--- config.mk ---
export PLATFORM = sky130hd
export DESIGN_NAME = window_gen_flat
export DESIGN_NICKNAME = d
export VERILOG_FILES = /design/src/rtl/window_gen_if.sv /design/src/rtl/window_gen.sv /design/src/flat_wrapper.sv
export SDC_FILE = /design/constraint.sdc
export NUM_CORES = 1
export LEC_CHECK = 0
export CAP_MARGIN = 5
export CORE_UTILIZATION = 55
export CTS_CLUSTER_SIZE = 12
export DETAILED_ROUTE_END_ITERATION = 16
export PLACE_DENSITY = 0.89
export SLEW_MARGIN = 5
export SYNTH_ARGS = -nofsm -noshare
export SYNTH_HDL_FRONTEND = slang
export SYNTH_SLANG_ARGS = --single-unit
--- constraint.sdc ---
create_clock -name clock -period 7.3 [get_ports clock]
set_input_delay 2.19 -clock clock [delete_from_list [all_inputs] [get_ports clock]]
set_output_delay 2.19 -clock clock [all_outputs]
set_load 0.02 [all_outputs]
--- src/rtl/window_gen_if.sv ---
// Pixel-in / window-out handshake bundle between the raster source, window_gen and conv.
interface window_gen_if #(
  parameter int SIZE      = 3,
  parameter int WIDTH_BIT = 8
);
  logic signed [WIDTH_BIT-1:0]                       pix_in;
  logic                                              pix_valid;
  logic                                              pix_sof;
  logic                                              pix_ready;
  logic signed [SIZE-1:0][SIZE-1:0][WIDTH_BIT-1:0]   winMatrix;
  logic                                              win_valid;
  logic                                              win_ready;
  logic                                              frame_done;

  // Pixel source / window consumer side.
  modport master (
    output pix_in, pix_valid, pix_sof, win_ready,
    input  pix_ready, winMatrix, win_valid, frame_done
  );

  // Window generator side.
  modport slave (
    input  pix_in, pix_valid, pix_sof, win_ready,
    output pix_ready, winMatrix, win_valid, frame_done
  );
endinterface

--- src/rtl/window_gen.sv ---
// Sliding SIZE x SIZE window generator over a raster pixel stream (valid-mode, no padding).
module window_gen #(
  parameter int SIZE      = 3,
  parameter int WIDTH_BIT = 8,
  parameter int IMG_W     = 8,
  parameter int IMG_H     = 8
) (
  input  logic        clock,
  input  logic        reset,
  window_gen_if.slave bus
);
  localparam int unsigned CW = $clog2(IMG_W);
  localparam int unsigned RW = $clog2(IMG_H);

  logic [CW-1:0]                           col;
  logic [CW-1:0]                           pos_col;
  logic [RW-1:0]                           row;
  logic [RW-1:0]                           pos_row;
  logic                                    ready_c;
  logic                                    accept;
  logic                                    last_col;
  logic                                    last_row;
  logic                                    win_ok;
  logic [WIDTH_BIT-1:0]                    line [SIZE-1][IMG_W];
  logic [SIZE-1:0][WIDTH_BIT-1:0]          new_col;
  logic [SIZE-1:0][SIZE-1:0][WIDTH_BIT-1:0] win_q;
  logic                                    win_valid_q;
  logic                                    frame_done_q;

  assign ready_c        = !win_valid_q || bus.win_ready;
  assign bus.pix_ready  = ready_c;
  assign bus.winMatrix  = win_q;
  assign bus.win_valid  = win_valid_q;
  assign bus.frame_done = frame_done_q;

  // Position of the incoming pixel (sof resyncs to the frame origin) and the column entering the window.
  always_comb begin
    accept   = bus.pix_valid && ready_c;
    pos_col  = bus.pix_sof ? '0 : col;
    pos_row  = bus.pix_sof ? '0 : row;
    last_col = (pos_col == CW'(IMG_W - 1));
    last_row = (pos_row == RW'(IMG_H - 1));
    win_ok   = (pos_row >= RW'(SIZE - 1)) && (pos_col >= CW'(SIZE - 1));
    new_col  = '0;
    new_col[SIZE-1] = bus.pix_in;
    for (int i = 0; i < SIZE - 1; i++) begin
      new_col[i] = line[SIZE-2-i][pos_col];
    end
  end

  // Raster position counters.
  always_ff @(posedge clock) begin
    if (reset) begin
      col <= '0;
      row <= '0;
    end else if (accept) begin
      if (last_col) begin
        col <= '0;
        row <= last_row ? '0 : pos_row + RW'(1);
      end else begin
        col <= pos_col + CW'(1);
        row <= pos_row;
      end
    end
  end

  // Line buffers: push the new pixel into line 0 and age older rows down; contents need no reset.
  always_ff @(posedge clock) begin
    if (accept) begin
      line[0][pos_col] <= bus.pix_in;
      for (int k = 1; k < SIZE - 1; k++) begin
        line[k][pos_col] <= line[k-1][pos_col];
      end
    end
  end

  // Window shift register, window valid flag and end-of-frame pulse.
  always_ff @(posedge clock) begin
    if (reset) begin
      win_q        <= '0;
      win_valid_q  <= 1'b0;
      frame_done_q <= 1'b0;
    end else begin
      frame_done_q <= accept && last_col && last_row;
      if (accept) begin
        for (int i = 0; i < SIZE; i++) begin
          for (int j = 0; j < SIZE - 1; j++) begin
            win_q[i][j] <= win_q[i][j+1];
          end
          win_q[i][SIZE-1] <= new_col[i];
        end
        win_valid_q <= win_ok;
      end else begin
        win_valid_q <= win_valid_q && !bus.win_ready;
      end
    end
  end
endmodule

--- src/flat_wrapper.sv ---
// flat-port wrapper written by rule: the top's interface ports become plain ports
module window_gen_flat 
#(
  parameter int SIZE      = 3,
  parameter int WIDTH_BIT = 8,
  parameter int IMG_W     = 8,
  parameter int IMG_H     = 8
)
  (clock, reset, bus_pix_in, bus_pix_valid, bus_pix_sof, bus_win_ready, bus_pix_ready, bus_winMatrix, bus_win_valid, bus_frame_done);
  window_gen_if #(.SIZE(SIZE), .WIDTH_BIT(WIDTH_BIT)) bus_i ();
  input  logic clock;
  input  logic reset;
  input wire logic [$bits(bus_i.pix_in)-1:0] bus_pix_in;
  input wire logic [$bits(bus_i.pix_valid)-1:0] bus_pix_valid;
  input wire logic [$bits(bus_i.pix_sof)-1:0] bus_pix_sof;
  input wire logic [$bits(bus_i.win_ready)-1:0] bus_win_ready;
  output wire logic [$bits(bus_i.pix_ready)-1:0] bus_pix_ready;
  output wire logic [$bits(bus_i.winMatrix)-1:0] bus_winMatrix;
  output wire logic [$bits(bus_i.win_valid)-1:0] bus_win_valid;
  output wire logic [$bits(bus_i.frame_done)-1:0] bus_frame_done;
  assign bus_i.pix_in = bus_pix_in;
  assign bus_i.pix_valid = bus_pix_valid;
  assign bus_i.pix_sof = bus_pix_sof;
  assign bus_i.win_ready = bus_win_ready;
  assign bus_pix_ready = bus_i.pix_ready;
  assign bus_winMatrix = bus_i.winMatrix;
  assign bus_win_valid = bus_i.win_valid;
  assign bus_frame_done = bus_i.frame_done;
  window_gen #(.SIZE(SIZE), .WIDTH_BIT(WIDTH_BIT), .IMG_W(IMG_W), .IMG_H(IMG_H)) u_core (.clock(clock), .reset(reset), .bus(bus_i));
endmodule
[Word level (Yosys, flattened, before mapping)]
Memories as Yosys holds them, arrays and structs flattened.
Cells that the tools add are included.
Word-level totals
  register bits after elaboration: 80
  bits in writable memories: 128
  input port bits: 13
  word-level logic and storage cells: 48
  memories: 1
Memories
  u_core.line: depth 2, width 64, rd ports 2, clocked after memory_dff 0, wr ports 2, RTL line window_gen.sv:24  | logic [WIDTH_BIT-1:0] line [SIZE-1][IMG_W];
Operators by class
  $add $sub $neg: 2
  $lt $le $gt $ge: 4
  equality and inequality tests: 2
  multiplexer cells: 16
  bitwise operators: 1
  reduce and logical (&&, ||, !) cells: 9
Operator list (number)
  2-to-1 mux 64 bit: 1
  binary-select mux 8 bit (select 3 bit): 2
  2-to-1 mux 8 bit: 5
  demux 8 bit (select 3 bit): 1
  2-to-1 mux 3 bit: 5
  adder 3 x 1 -> 3 bit, second input constant: 2
  equality test 3 bit, second input constant: 2
  >= comparator 3 x 2 -> 1 bit, second input constant: 2
  logical AND 1 bit: 6
  >= comparator 4 bit, second input constant: 1
  < comparator 4 x 1 -> 1 bit, second input constant: 1
  NOT 3 -> 4 bit: 1
  zero test 1 bit: 2
  2-to-1 mux 1 bit: 2
  logical OR 1 bit: 1

[Logic depth before layout (Yosys ltp)]
Gate-level depths: netlist (run 1).
  word-level depth: 7
  gate-level depth with buffers: 8

[Worst setup path before layout (run 1)]
No wires, ideal clock.
  path kind: input to register
  start: input bus_win_ready
  end: memory u_core.line[0][24] in the netlist's numbering (enable)
  library setup time: 0.436 ns
  arrival: 4.511 ns
  required time: 6.864 ns
  setup slack: 2.353 ns
  stages on the path: 5
  buffers on the path: 1
  path through: nor2b_4 inv_2 nand2_1 clkbuf_1 nor4b_1
RTL lines
  start, declared: RTL line flat_wrapper.sv:16  | input wire logic [$bits(bus_i.win_ready)-1:0] bus_win_ready;
  end, declared: RTL line window_gen.sv:24

[Worst setup path after layout (run 1)]
  start: input bus_win_ready
  end: output bus_pix_ready
Between the ends
  longest elaborated chain between the ends: 1
Ends and longest elaborated chain
  logical OR 1 bit: RTL line window_gen.sv:30  | assign ready_c = !win_valid_q || bus.win_ready;
  end, declared: RTL line flat_wrapper.sv:17  | output wire logic [$bits(bus_i.pix_ready)-1:0] bus_pix_ready;
No other way between the ends.

==> flow_metrics.tcl, run 1 <==
set metrics [dict create \
    grt_pass1_wl_um 29000 \
    reg2reg_to "u_core.line[0][88]" \
    clock_tree.root_cell "clkbuf_16" \
    detailed_place_hpwl_um 11300 \
    final_cell_area_sq_um 9550 \
    max_cap_viol_count 0 \
    ys_ff_latch 208 \
    io_pins 88 \
    startpoint "bus_win_ready" \
    crit_fanout 6 \
    post-route-min-period_ps 5710 \
    htreeDepth 1 \
    place_area_sq_um 8930 \
    rsz0062_at_grt "false" \
    wirelength_um 18800 \
    place.gp.congestion 0.786 \
    die-area_sq_um 14900 \
    ant_nets 0 \
    r2r_setup_slack_ps 3910 \
    final_hold_viol_count 0 \
    cts_tree "built" \
    synthArstFlopShare_pct 0 \
    worstSetupPathType "in -> out" \
    grt_max_degree 78 \
    max_slew.worst_pin.slew_ps 1220 \
    clock-sinks 208 \
    post_cts_resized 0 \
    ir_worst_vdd_uv 176 \
    start_util_pct 56.7 \
    firstDrtPassIters 6 \
    timing.rr.start "u_core.col[0]" \
    holdPathStages 2 \
    synth.net_count 623 \
    clock.fmax_mhz 175 \
    synthToLayoutAreaGrowth_pct 20.3 \
    numCtsBuffers 21 \
    grt_antenna_before_repair 0 \
    wl_per_cell_um 21.3 \
    cts_setup_buffers 0 \
    hp-start "u_core.bus.winMatrix[49]" \
    clk_latency_ps 480 \
    drt-initial-drc-count 480 \
    syn_area_sq_um 7940 \
    power_density_nw_per_um2 259 \
    synthDistinctLibCells 47 \
    period_share_pct 78.2 \
    cp.arrival_ps 3520 \
    grt_pass1_vias 5362 \
    final_common_cell "edfxtp_1" \
    nNetsFinal 704 \
    synth_flop_cell "edfxtp_1" \
    viasPerCell 6.10 \
    layout_common_cells "edfxtp_1 (128), nand2_1 (123), clkdlybuf4s50_1 (86)" \
    overflow 0 \
    dr_total_vias 5378 \
    core-area_sq_um 14000 \
    hold_buffers 0 \
    finalSetupTns_ps 0 \
    synth_cells 606 \
    path_clk_slew_ps 60 \
    timing.slew.headroom_pct 17.7 \
    status "finished clean" \
    fillers 902 \
    cp-start-kind "input port" \
    yosysWarnings 0 \
    p_leak_nw 3.13 \
    cp.required_ps 5110 \
    skew_ps 10.9 \
    num_rows 43 \
    grt_use_total_pct 25.8 \
    seq_area_frac_synth_pct 68.6 \
    io_buffers 87 \
    min-delay-path-class "reg -> reg" \
    drc 0 \
    reg2regPathDepth 3 \
    die_h_um 122 \
    synth_edf_count 128 \
    antenna_cells 0 \
    setup_viol 0 \
    finalMaxSlewViolations 0 \
    clockBufferDepth 3 \
    die_w_um 122 \
    drive_gt1_share_pct 11.3 \
    worst_setup_path_end_kind "output port" \
    hold_end "u_core.bus.winMatrix[49]" \
    syn_area_per_cell_sq_um 13.1 \
]
-- synthesized netlist by cell type (3+ instances only) --
master / instances / area (sq um)
dfxtp_1: 80 / 1600
ha_1: 4 / 50.1
buf_2: 13 / 65.1
mux4_2: 8 / 180
a22oi_1: 17 / 128
nor2_1: 21 / 78.8
a221oi_2: 6 / 90.1
mux2_2: 8 / 90.1
o22ai_1: 8 / 50.1
o221ai_2: 8 / 120
a21oi_1: 60 / 300
a211oi_1: 7 / 52.6
nor2b_1: 6 / 37.5
o21a_1: 8 / 60.1
a22o_1: 8 / 70.1
nand2_1: 124 / 465
mux2i_1: 24 / 240
o21ai_0: 10 / 50.1
clkbuf_1: 20 / 75.1
edfxtp_1: 128 / 3840
buf_6: 3 / 33.8
-- power by group --
part | switching (mW) | internal, mW
Clock | 0.416 | 0.562
Combinational | 0.112 | 0.0721
Sequential | 0.0294 | 1.28
Total | 0.557 | 1.92
-- layer usage --
metal	global-route usage, %	wire length [um]
met2	45.4	9720
met1	31.5	6960
met3	4.59	1430
met5	0	0
met4	9.91	676
-- worst max-delay path by stage --
stage / cells past startpoint / slack [ps] / end
finish: 4 / 1590 / bus_pix_ready
global placement: 4 / 1610 / bus_pix_ready
CTS: 4 / 1600 / bus_pix_ready
floorplan: 5 / 2350 / u_core.line[0][24]
global route: 4 / 1560 / bus_pix_ready
detailed placement: 4 / 1600 / bus_pix_ready
-- cells by family (layout without fill, tap and decap cells) --
family | Yosys count | count (layout) | synth area share [%]
AND/OR/NAND/NOR | 168 | 168 | 8.94
buffers and inverters | 46 | 141 | 2.92
AO/OA/AOI/OAI | 140 | 140 | 12.5
adder cells (fa/ha/maj) | 4 | 4 | 0.631
multiplexers | 40 | 40 | 6.43
flip-flops | 208 | 208 | 68.6
-- stage by stage --
stage	utilization, %	hold WS (ps)	total power, mW	std cells	setup WS, ps
floorplan	-	469	1.44	606	2350
global placement	63.8	441	1.51	844	1610
detailed placement	63.8	451	1.52	844	1600
CTS	68.2	458	2.47	881	1600
global route	68.3	472	2.53	881	1560
finish	68.3	453	2.48	881	1590
-- final cells by class --
type	instances	area [sq um]	share of cell area [%]
repair buffers	99	956	10.0
flip-flops and latches	208	5450	57.0
multi-input cells	352	2290	24.0
clock buffers	37	611	6.39
inverters	5	18.8	0.197
well taps	180	225	2.36
-- critical path, cell delays in order --
cell,delay (ps)
clkdlybuf4s50_1,450
nor2b_4,220
inv_2,110
clkdlybuf4s50_1,550
-- state kept, by name (all words and copies together), names as in the netlist --
signal and count:
u_core.bus.frame_done 1, u_core.bus.win_valid 1, u_core.col 3, u_core.row 3
u_core.line 128, u_core.bus.winMatrix 72
Note: power is estimated with default switching activity, not from simulation.
==> inputs of run 2 (changes only) <==
CORE_UTILIZATION = 50   (was 55)
PLACE_DENSITY = 0.86   (was 0.89)
clock period = 4.6 ns   (was 7.3 ns; I/O delays follow)
==> run 2 against run 1 <==
Net effect:
- cell count up 4.4%
- combinational power up 61%
- non-clock buffer count up 8
- clock power up 55%
- final area up 0.80%
- clock skew down 3.7 ps
- sequential share of layout area down 0.45 points
- first-iteration DRC count down 1.0%
- power up 57%
- utilization down 5.6 points
- worst setup slack worse by 1100 ps
- sequential power up 58%
- critical path type unchanged
==> flow_metrics.tcl, run 2 (same netlist as run 1, synthesis figures left out) <==
set metrics [dict create \
    period_share_pct 89.5 \
    rsz0062_at_grt "false" \
    grt_max_degree 78 \
    max_slew.worst_pin.slew_ps 982 \
    crit_fanout 6 \
    worst_setup_path_end_kind "output port" \
    setup_ws_ps 482 \
    crit_chain "clkdlybuf4s50_1 > nor2b_4 > inv_2 > clkdlybuf4s50_1" \
    drc 0 \
    viasPerCell 5.75 \
    numCtsBuffers 21 \
    p_leak_nw 3.16 \
    start_util_pct 51.6 \
    synthToLayoutAreaGrowth_pct 21.3 \
    place.gp.congestion 0.802 \
    worstSetupPathType "in -> out" \
    dr_total_vias 5288 \
    clockBufferDepth 3 \
    grt_antenna_before_repair 0 \
    p_total_mw 3.89 \
    cp_slowest_cell "clkdlybuf4s50_1" \
    max_cap_viol_count 0 \
    cp-start-kind "input port" \
    io_pins 88 \
    cts_tree "built" \
    timing.slew.headroom_pct 33.8 \
    worst-path-buf-inv 3 \
    power_density_nw_per_um2 404 \
    min-delay-path-class "reg -> reg" \
    die_h_um 128 \
    skew_ps 7.29 \
    grt_pass1_wl_um 28100 \
    wirelength_um 17900 \
    clock-sinks 208 \
    largest-register "u_core.line" \
    clock_tree.root_cell "clkbuf_16" \
    cts_setup_buffers 0 \
    finalSetupTns_ps 0 \
    drt-initial-drc-count 475 \
    htreeDepth 1 \
    final_hold_viol_count 0 \
    status "finished clean" \
    grt_use_total_pct 22.2 \
    die-area_sq_um 16400 \
    ir_worst_vdd_uv 242 \
    cp_top_family "buffers and inverters" \
    overflow 0 \
    cp.arrival_ps 2740 \
    detailed_place_hpwl_um 11400 \
    io_buffers 87 \
    instances_no_fill 920 \
    post_cts_resized 0 \
    clk_latency_ps 480 \
    drive_gt1_share_pct 12.0 \
    num_rows 45 \
    ant_nets 0 \
    clock.fmax_mhz 243 \
    dp.cells 883 \
    wl_per_cell_um 19.4 \
    firstDrtPassIters 5 \
    cpMostUsedCell "clkdlybuf4s50_1" \
    final_common_cell "edfxtp_1" \
    path_clk_slew_ps 60 \
    core-area_sq_um 15400 \
    setup_viol 0 \
    hold_buffers 0 \
    grt_pass1_vias 5346 \
    largest_reg_flops 128 \
    die_w_um 128 \
    cp.required_ps 3220 \
    post-route-min-period_ps 4120 \
    nNetsFinal 712 \
    antenna_cells 0 \
    layout_common_cells "edfxtp_1 (128), nand2_1 (123), clkdlybuf4s50_1 (86)" \
    final_cell_area_sq_um 9630 \
    place_area_sq_um 9030 \
    finalMaxSlewViolations 0 \
    preCtsSetupSlack_ps 505 \
    critPathMaxStageDelay_ps 660 \
]
==> run 2: layout make-up <==
class / instances / area (sq um)
multi-input cells: 352 / 2280
fillers: 1089 / 5740
inverters: 5 / 18.8
clock buffers: 36 / 592
repair buffers: 107 / 1020
clock inverters: 1 / 5.00
flip-flops and latches: 208 / 5450
well taps: 211 / 264
==> run 2: metrics by stage <==
stage	hold slack, ps	utilization, %
global placement	442	58.7
detailed placement	448	58.7
CTS	460	62.6
finish	455	62.6
floorplan	469	-
global route	470	62.6
==> run 2: power breakdown <==
part / switching [mW] / leakage [nW] / internal (mW)
clock: 0.649 / 0.286 / 0.869
combinational: 0.180 / 1.06 / 0.116
sequential: 0.0377 / 1.81 / 2.04
==> run 2: per-layer routing <==
layer	vias up	GRT usage, %	part of all wire (%)
met5	-	0	0
met4	0	8.58	3.5
met3	47	3.96	6.0
met2	234	39.1	51
met1	2600	27.0	39
li1	2407	-	-
==> run 2: final timing paths <==
kind                           startpoint  cells past startpoint                 endpoint  slack (ps)
setup / recovery            bus_win_ready                      4            bus_pix_ready         480
hold / removal    u_core.bus.winMatrix[1]                      2  u_core.bus.winMatrix[1]         450
setup reg to reg            u_core.col[0]                      4       u_core.line[0][79]        2030
hold reg to reg   u_core.bus.winMatrix[1]                      2  u_core.bus.winMatrix[1]         450
==> run 2: worst min-delay path, stage by stage, from the launching register on <==
cell and delay, ps:
dfxtp_1 310, nand2_1 50, a21oi_1 50
